<file path="src/rtl/fullyconn_nxm_dbuf.sv">
`default_nettype none
// ============================================================================
//  Module   : fullyconn_nxm_dbuf
//  Brief    : NUM_IN x NUM_OUT crossbar cell with scan-loaded shadow config
//             and atomic commit to the active route selection.
//  Revision : 1.0 - initial release
// ============================================================================
module fullyconn_nxm_dbuf #(
    parameter int WIDTH   = 32,
    parameter int NUM_IN  = 17,
    parameter int NUM_OUT = 1,
    parameter int REG_OUT = 1
) (
    input  logic                       config_clk,
    input  logic                       config_reset,
    input  logic                       config_en,
    input  logic                       config_in,
    output logic                       config_out,
    input  logic                       config_load,
    input  logic [NUM_IN*WIDTH-1:0]    in_data,
    input  logic [NUM_IN-1:0]          in_valid,
    output logic [NUM_OUT*WIDTH-1:0]   out_data,
    output logic [NUM_OUT-1:0]         out_valid
);

    localparam int SEL_W   = $clog2(NUM_IN);
    localparam int FLD_W   = SEL_W + 1;
    localparam int CHAIN_L = NUM_OUT * FLD_W;

    logic [CHAIN_L-1:0]       r_shadow;
    logic [CHAIN_L-1:0]       r_active;
    logic [NUM_OUT*WIDTH-1:0] w_data;
    logic [NUM_OUT-1:0]       w_valid;

    // Load samples the pre-shift shadow, so a simultaneous shift never leaks in.
    always_ff @(posedge config_clk) begin
        if (!config_reset) begin
            r_shadow <= '0;
            r_active <= '0;
        end else begin
            if (config_en)
                r_shadow <= {config_in, r_shadow[CHAIN_L-1:1]};
            if (config_load)
                r_active <= r_shadow;
        end
    end

    assign config_out = r_shadow[0];

    for (genvar j = 0; j < NUM_OUT; j++) begin : g_sel
        logic             w_en;
        logic [SEL_W-1:0] w_sel;
        logic [WIDTH-1:0] w_d;
        logic             w_v;

        assign w_en  = r_active[j*FLD_W + FLD_W - 1];
        assign w_sel = r_active[j*FLD_W +: SEL_W];

        // Out-of-range selects match no channel and fall through to zero.
        always_comb begin
            w_d = '0;
            w_v = 1'b0;
            if (w_en) begin
                for (int i = 0; i < NUM_IN; i++) begin
                    if (w_sel == SEL_W'(i)) begin
                        w_d = in_data[i*WIDTH +: WIDTH];
                        w_v = in_valid[i];
                    end
                end
            end
        end

        assign w_data[j*WIDTH +: WIDTH] = w_d;
        assign w_valid[j]               = w_v;
    end

    if (REG_OUT != 0) begin : g_reg_out
        always_ff @(posedge config_clk) begin
            if (!config_reset) begin
                out_data  <= '0;
                out_valid <= '0;
            end else begin
                out_data  <= w_data;
                out_valid <= w_valid;
            end
        end
    end else begin : g_comb_out
        assign out_data  = w_data;
        assign out_valid = w_valid;
    end

endmodule
`default_nettype wire

</file>
<file path="config.mk">
export PLATFORM = sky130hd
export DESIGN_NAME = fullyconn_nxm_dbuf
export DESIGN_NICKNAME = d
export VERILOG_FILES = /design/src/rtl/fullyconn_nxm_dbuf.sv
export SDC_FILE = /design/constraint.sdc
export NUM_CORES = 1
export LEC_CHECK = 0
export CORE_AREA = 2 2 232 234
export CTS_CLUSTER_DIAMETER = 200
export DETAILED_ROUTE_END_ITERATION = 12
export DIE_AREA = 0 0 234 236
export REMOVE_ABC_BUFFERS = 1
export SKIP_LAST_GASP = 1
export SLEW_MARGIN = 5
export SYNTH_ARGS = -nofsm -noshare
export SYNTH_HDL_FRONTEND = slang
export SYNTH_SLANG_ARGS = --single-unit
</file>
<file path="constraint.sdc">
create_clock -name config_clk -period 2.2 [get_ports config_clk]
set_input_delay 0.44 -clock config_clk [delete_from_list [all_inputs] [get_ports config_clk]]
set_output_delay 0.44 -clock config_clk [all_outputs]
set_load 0.02 [all_outputs]
</file>
---- Yosys cells after proc, flatten, opt, wreduce, memory -nomap -nowiden ----
Index checks and enable logic that the tools add are counted.
storage, ports and cells
  output and inout port bits .............. 34
  register bits after elaboration ......... 45
  word-level logic and storage cells ...... 56
cells by class
  muxes and demuxes ....................... 34
  equality and inequality tests ........... 16
  reductions and logical operators ........ 2
operators with widths
  kind                  count
  $mux W32              17
  $eq A5 B4 Y1 const B  8
  $eq A5 B3 Y1 const B  4
  $mux W1               17
  $eq A5 B2 Y1 const B  2
  $eq A5 B1 Y1 const B  1
  $eq A5 B5 Y1 const B  1
  $logic_not A5 Y1      1
  $reduce_and A2 Y1     1

---- Depth between registers and ports, before layout ----
  depth in word-level cells ............... 18
  gate-level depth with buffers ........... 9

---- Worst setup path before layout ----
Ideal clock, no wire load.
  path kind ............................... register to register
  start ................................... register r_active[1]
  end ..................................... register out_data[29]
  stages on the path, launching flop included .. 9
  period minus slack after synthesis ...... 1817 ps
  data arrival time ....................... 1699 ps
  library setup time ...................... 119 ps
  slack ................................... 383 ps
  cells stage by stage .................... dfxtp_1 buf_6 buf_6 buf_6 mux2i_1 o21ai_0 a222oi_1 o21ai_0 o221a_2
on the way
  longest elaborated chain between the ends .. 18
RTL lines
  element                   RTL line  text
  start: declaration        31        logic [CHAIN_L-1:0] r_active;
  start signal: assignment  44        r_active <= r_shadow;
  $logic_not A5 Y1          65        if (w_sel == SEL_W'(i)) begin
  $mux W32 (16 in series)   65
  $mux W32 *                65
  end signal: assignment    83        out_data <= w_data;
  end: declaration          22        output logic [NUM_OUT*WIDTH-1:0] out_data,
Every way passes the cells marked *; elsewhere a longest branch is shown, timed or not.
A chain may end at the register's enable or synchronous reset.

---- Final worst setup path ----
  start ................................... register r_active[2]
  end ..................................... register out_data[29]
The elaborated chain is that of the path after synthesis.

==> flow_summary.json <==
{
  "status": "finished, violations left",
  "violations": "setup timing",
  "first_pass_iters": 5,
  "grt_use_total_pct": 24.5,
  "synth_edf_count": 0,
  "fin_crit_sh_pct": 102,
  "avgSynthCellArea_um2": 6.91,
  "hold_viol": 0,
  "h-tree-depth": 2,
  "cts_sinks": 45,
  "cts_buffers": 5,
  "drc": 0,
  "cts_tree": "built",
  "async_flop_share_pct": 0,
  "viasPerCell": 4.87,
  "fp.dieH_um": 236,
  "rows": 85,
  "grt_pass1_vias": 11994,
  "setup_viol": 1,
  "ioPinCount": 600,
  "hold_class": "reg2reg",
  "wl_um": 70900,
  "place_ws_ns": -0.334,
  "cp_max_fo": 12,
  "antenna_found_initial": 11,
  "cp_cell_sequence": "buf_4 -> and3b_2 -> buf_6 -> a222oi_1 -> buf_4 -> o21ai_0 -> o221a_2",
  "clk_path_buf_depth": 2,
  "avgRoutedWirePerCell_um": 30.0,
  "areaGrowthSynthToFinish_pct": 133,
  "hold_start": "r_shadow[1]",
  "drv_cap": 0,
  "p_leak_nw": 5.45,
  "timing.rr.start": "r_active[2]",
  "nets": 2224,
  "worst_pin_slew_ns": 0.878,
  "crit_path_max_incr_delay_ns": 0.54,
  "whs_ns": 0.549,
  "first_iter_violations": 898,
  "grt_max_degree": 36,
  "min_period_ns": 2.25,
  "dieArea_mm2": 0.0552,
  "r2r-end": "out_data[29]",
  "ctsHoldBuffers": 0,
  "slew_violations": 0,
  "arrival_ns": 2.48,
  "vias": 11509,
  "irDropWorstVdd_mv": 0.268,
  "synth_ff_type": "dfxtp_1",
  "startpoint_type": "flop",
  "rsz0062_at_grt": "true",
  "clkSlewWorstSetupHoldPaths_ns": 0.10,
  "hold_depth": 2,
  "reg2regPathDepth": 7,
  "initial_core_util_pct": 12.4,
  "io_buffers": 599,
  "critPathKind": "reg2reg",
  "timing.fmax_mhz": 444,
  "grt_pass1_wl_um": 93500,
  "gp_congestion": 0.987,
  "cp-end-kind": "flop",
  "crit_required_ns": 2.43,
  "insertion_delay_ns": 0.34,
  "drive_above_1_share_pct": 17.1,
  "fp.dieW_um": 234,
  "synthCells": 950,
  "dp_hpwl_um": 56900,
  "crit_top_cell": "buf_4",
  "synth.distinct_cells": 70,
  "cts_root_buf": "clkbuf_16",
  "ys_warn_count": 0,
  "setup_ws_ns": -0.0526,
  "ff2ff_setup_slack_ns": -0.05,
  "coreArea_mm2": 0.0531,
  "hold-path-endpoint": "r_active[1]",
  "antenna_left": 0,
  "yosysSeqAreaShare_pct": 13.7,
  "total_power_mw": 3.33,
  "cellPowerDensity_mw_per_mm2": 218,
  "gr-total-overflow": 0,
  "clock-skew-final_ns": 0.0132,
  "slew_headroom_pct": 41.2,
  "syn_area_mm2": 0.00656,
  "crit_slowest_cell": "a222oi_1",
  "synth.ff_latch_count": 45
}
==> metrics by stage <==
step	instances	area [um2]	utilization, %	TNS [ns]
final	2362	15300	28.8	-0.0526
after global routing	2358	15300	28.8	-0.297
after CTS	2327	14800	27.9	-0.0788
after detailed placement	2302	14400	27.1	-1.58
after global placement	2302	14400	27.1	-1.55
after floorplan	855	6040	-	-84.55
==> synth_stat cells (all sizes together) (4+ instances only) <==
cell type | number | area (um2)
dfxtp | 45 | 901
o22ai | 26 | 163
nand2 | 107 | 402
o2111ai | 8 | 70.1
or2 | 4 | 25.0
o221ai | 38 | 333
a21oi | 106 | 531
a22o | 12 | 105
o211ai | 4 | 30.0
nor2b | 24 | 150
o22a | 10 | 87.6
a221o | 4 | 40.0
mux4 | 6 | 135
a31oi | 11 | 68.8
mux2i | 64 | 641
o21ai | 95 | 475
a22oi | 29 | 218
and2 | 5 | 31.3
buf | 65 | 407
nor3 | 26 | 141
a211oi | 18 | 140
nand3 | 15 | 75.1
a221oi | 14 | 123
nand2b | 10 | 62.6
mux2 | 11 | 124
nor2 | 87 | 354
inv | 9 | 33.8
a2111oi | 14 | 129
clkbuf | 30 | 113
==> state kept, by name, summed over array words and instances, names as in the netlist <==
| register | count |
|---|---|
| out_data | 32 |
| r_active | 6 |
| r_shadow | 6 |
| out_valid | 1 |
==> worst max-delay path: cells and delay by family (launching register included) <==
kind | cells | cell delay [ns]
AO/OA/AOI/OAI | 3 | 0.91
buffers and inverters | 3 | 0.56
flip-flops | 1 | 0.40
AND/OR/NAND/NOR | 1 | 0.26
==> metal layers <==
layer,share of wire (%),vias to the layer above,track usage [%]
met5,0.037,-,0
met2,47,771,40.4
met4,2.4,4,6.98
met3,8.5,104,5.62
li1,-,5094,-
met1,43,5536,31.5
==> kinds of logic (layout without fill, tap and decap cells) <==
| group | count (synthesis) | in the layout | synth area share, % |
|---|---|---|---|
| buffers and inverters | 105 | 814 | 8.48 |
| and+or+nand+nor | 297 | 297 | 21.1 |
| other | 0 | 7 | 0 |
| DFF | 45 | 45 | 13.7 |
| muxes | 81 | 81 | 13.7 |
| AOI/OAI and AO/OA | 422 | 422 | 43.0 |
==> power by group <==
group,internal (mW),switching (mW)
sequential,0.819,0.00694
clock,0.498,0.516
combinational,1.06,0.425
total,2.38,0.948
==> layout by cell type (no fill, tap or decap), types with 28 or more instances in the layout <==
| cell type | Yosys | layout |
|---|---|---|
| a22oi_1 | 29 | 28 |
| o21ai_0 | 95 | 91 |
| dfxtp_1 | 45 | 40 |
| a21oi_1 | 106 | 104 |
| buf_4 | 7 | 157 |
| mux2i_1 | 64 | 61 |
| nand2_1 | 107 | 103 |
| o221ai_1 | 38 | 38 |
| clkdlybuf4s50_1 | 0 | 599 |
| nor2_1 | 82 | 77 |
==> final cells by class <==
| cell class | count | area (um2) |
|---|---|---|
| fill | 5679 | 37800 |
| timing repair buffer | 796 | 7940 |
| multi-input combinational | 800 | 5330 |
| sequential | 45 | 920 |
| tap | 696 | 871 |
| clock buffer | 6 | 150 |
| inverter | 10 | 43.8 |
| antenna | 7 | 17.5 |
| clock inverter | 2 | 16.3 |
==> what timing repair did <==
item	CTS	global route
pin swaps	4	17
gates resized for setup	22	53
endpoints found under the setup margin	19	22
buffers inserted	14	28
gates cloned	3	1
==> worst max-delay path by stage <==
stage | start | end | slack (ns) | cells past startpoint
6_report | r_active[2] | out_data[29] | -0.05 | 7
5_1_grt | r_active[4] | out_data[18] | -0.08 | 7
4_1_cts | r_active[1] | out_data[17] | -0.04 | 10
3_5_place_dp | r_active[1] | out_data[18] | -0.33 | 7
3_3_place_gp | r_active[1] | out_data[18] | -0.31 | 7
2_1_floorplan | r_active[0] | out_data[14] | -2.70 | 6
No activity file was read; power rests on OpenSTA's default activity.
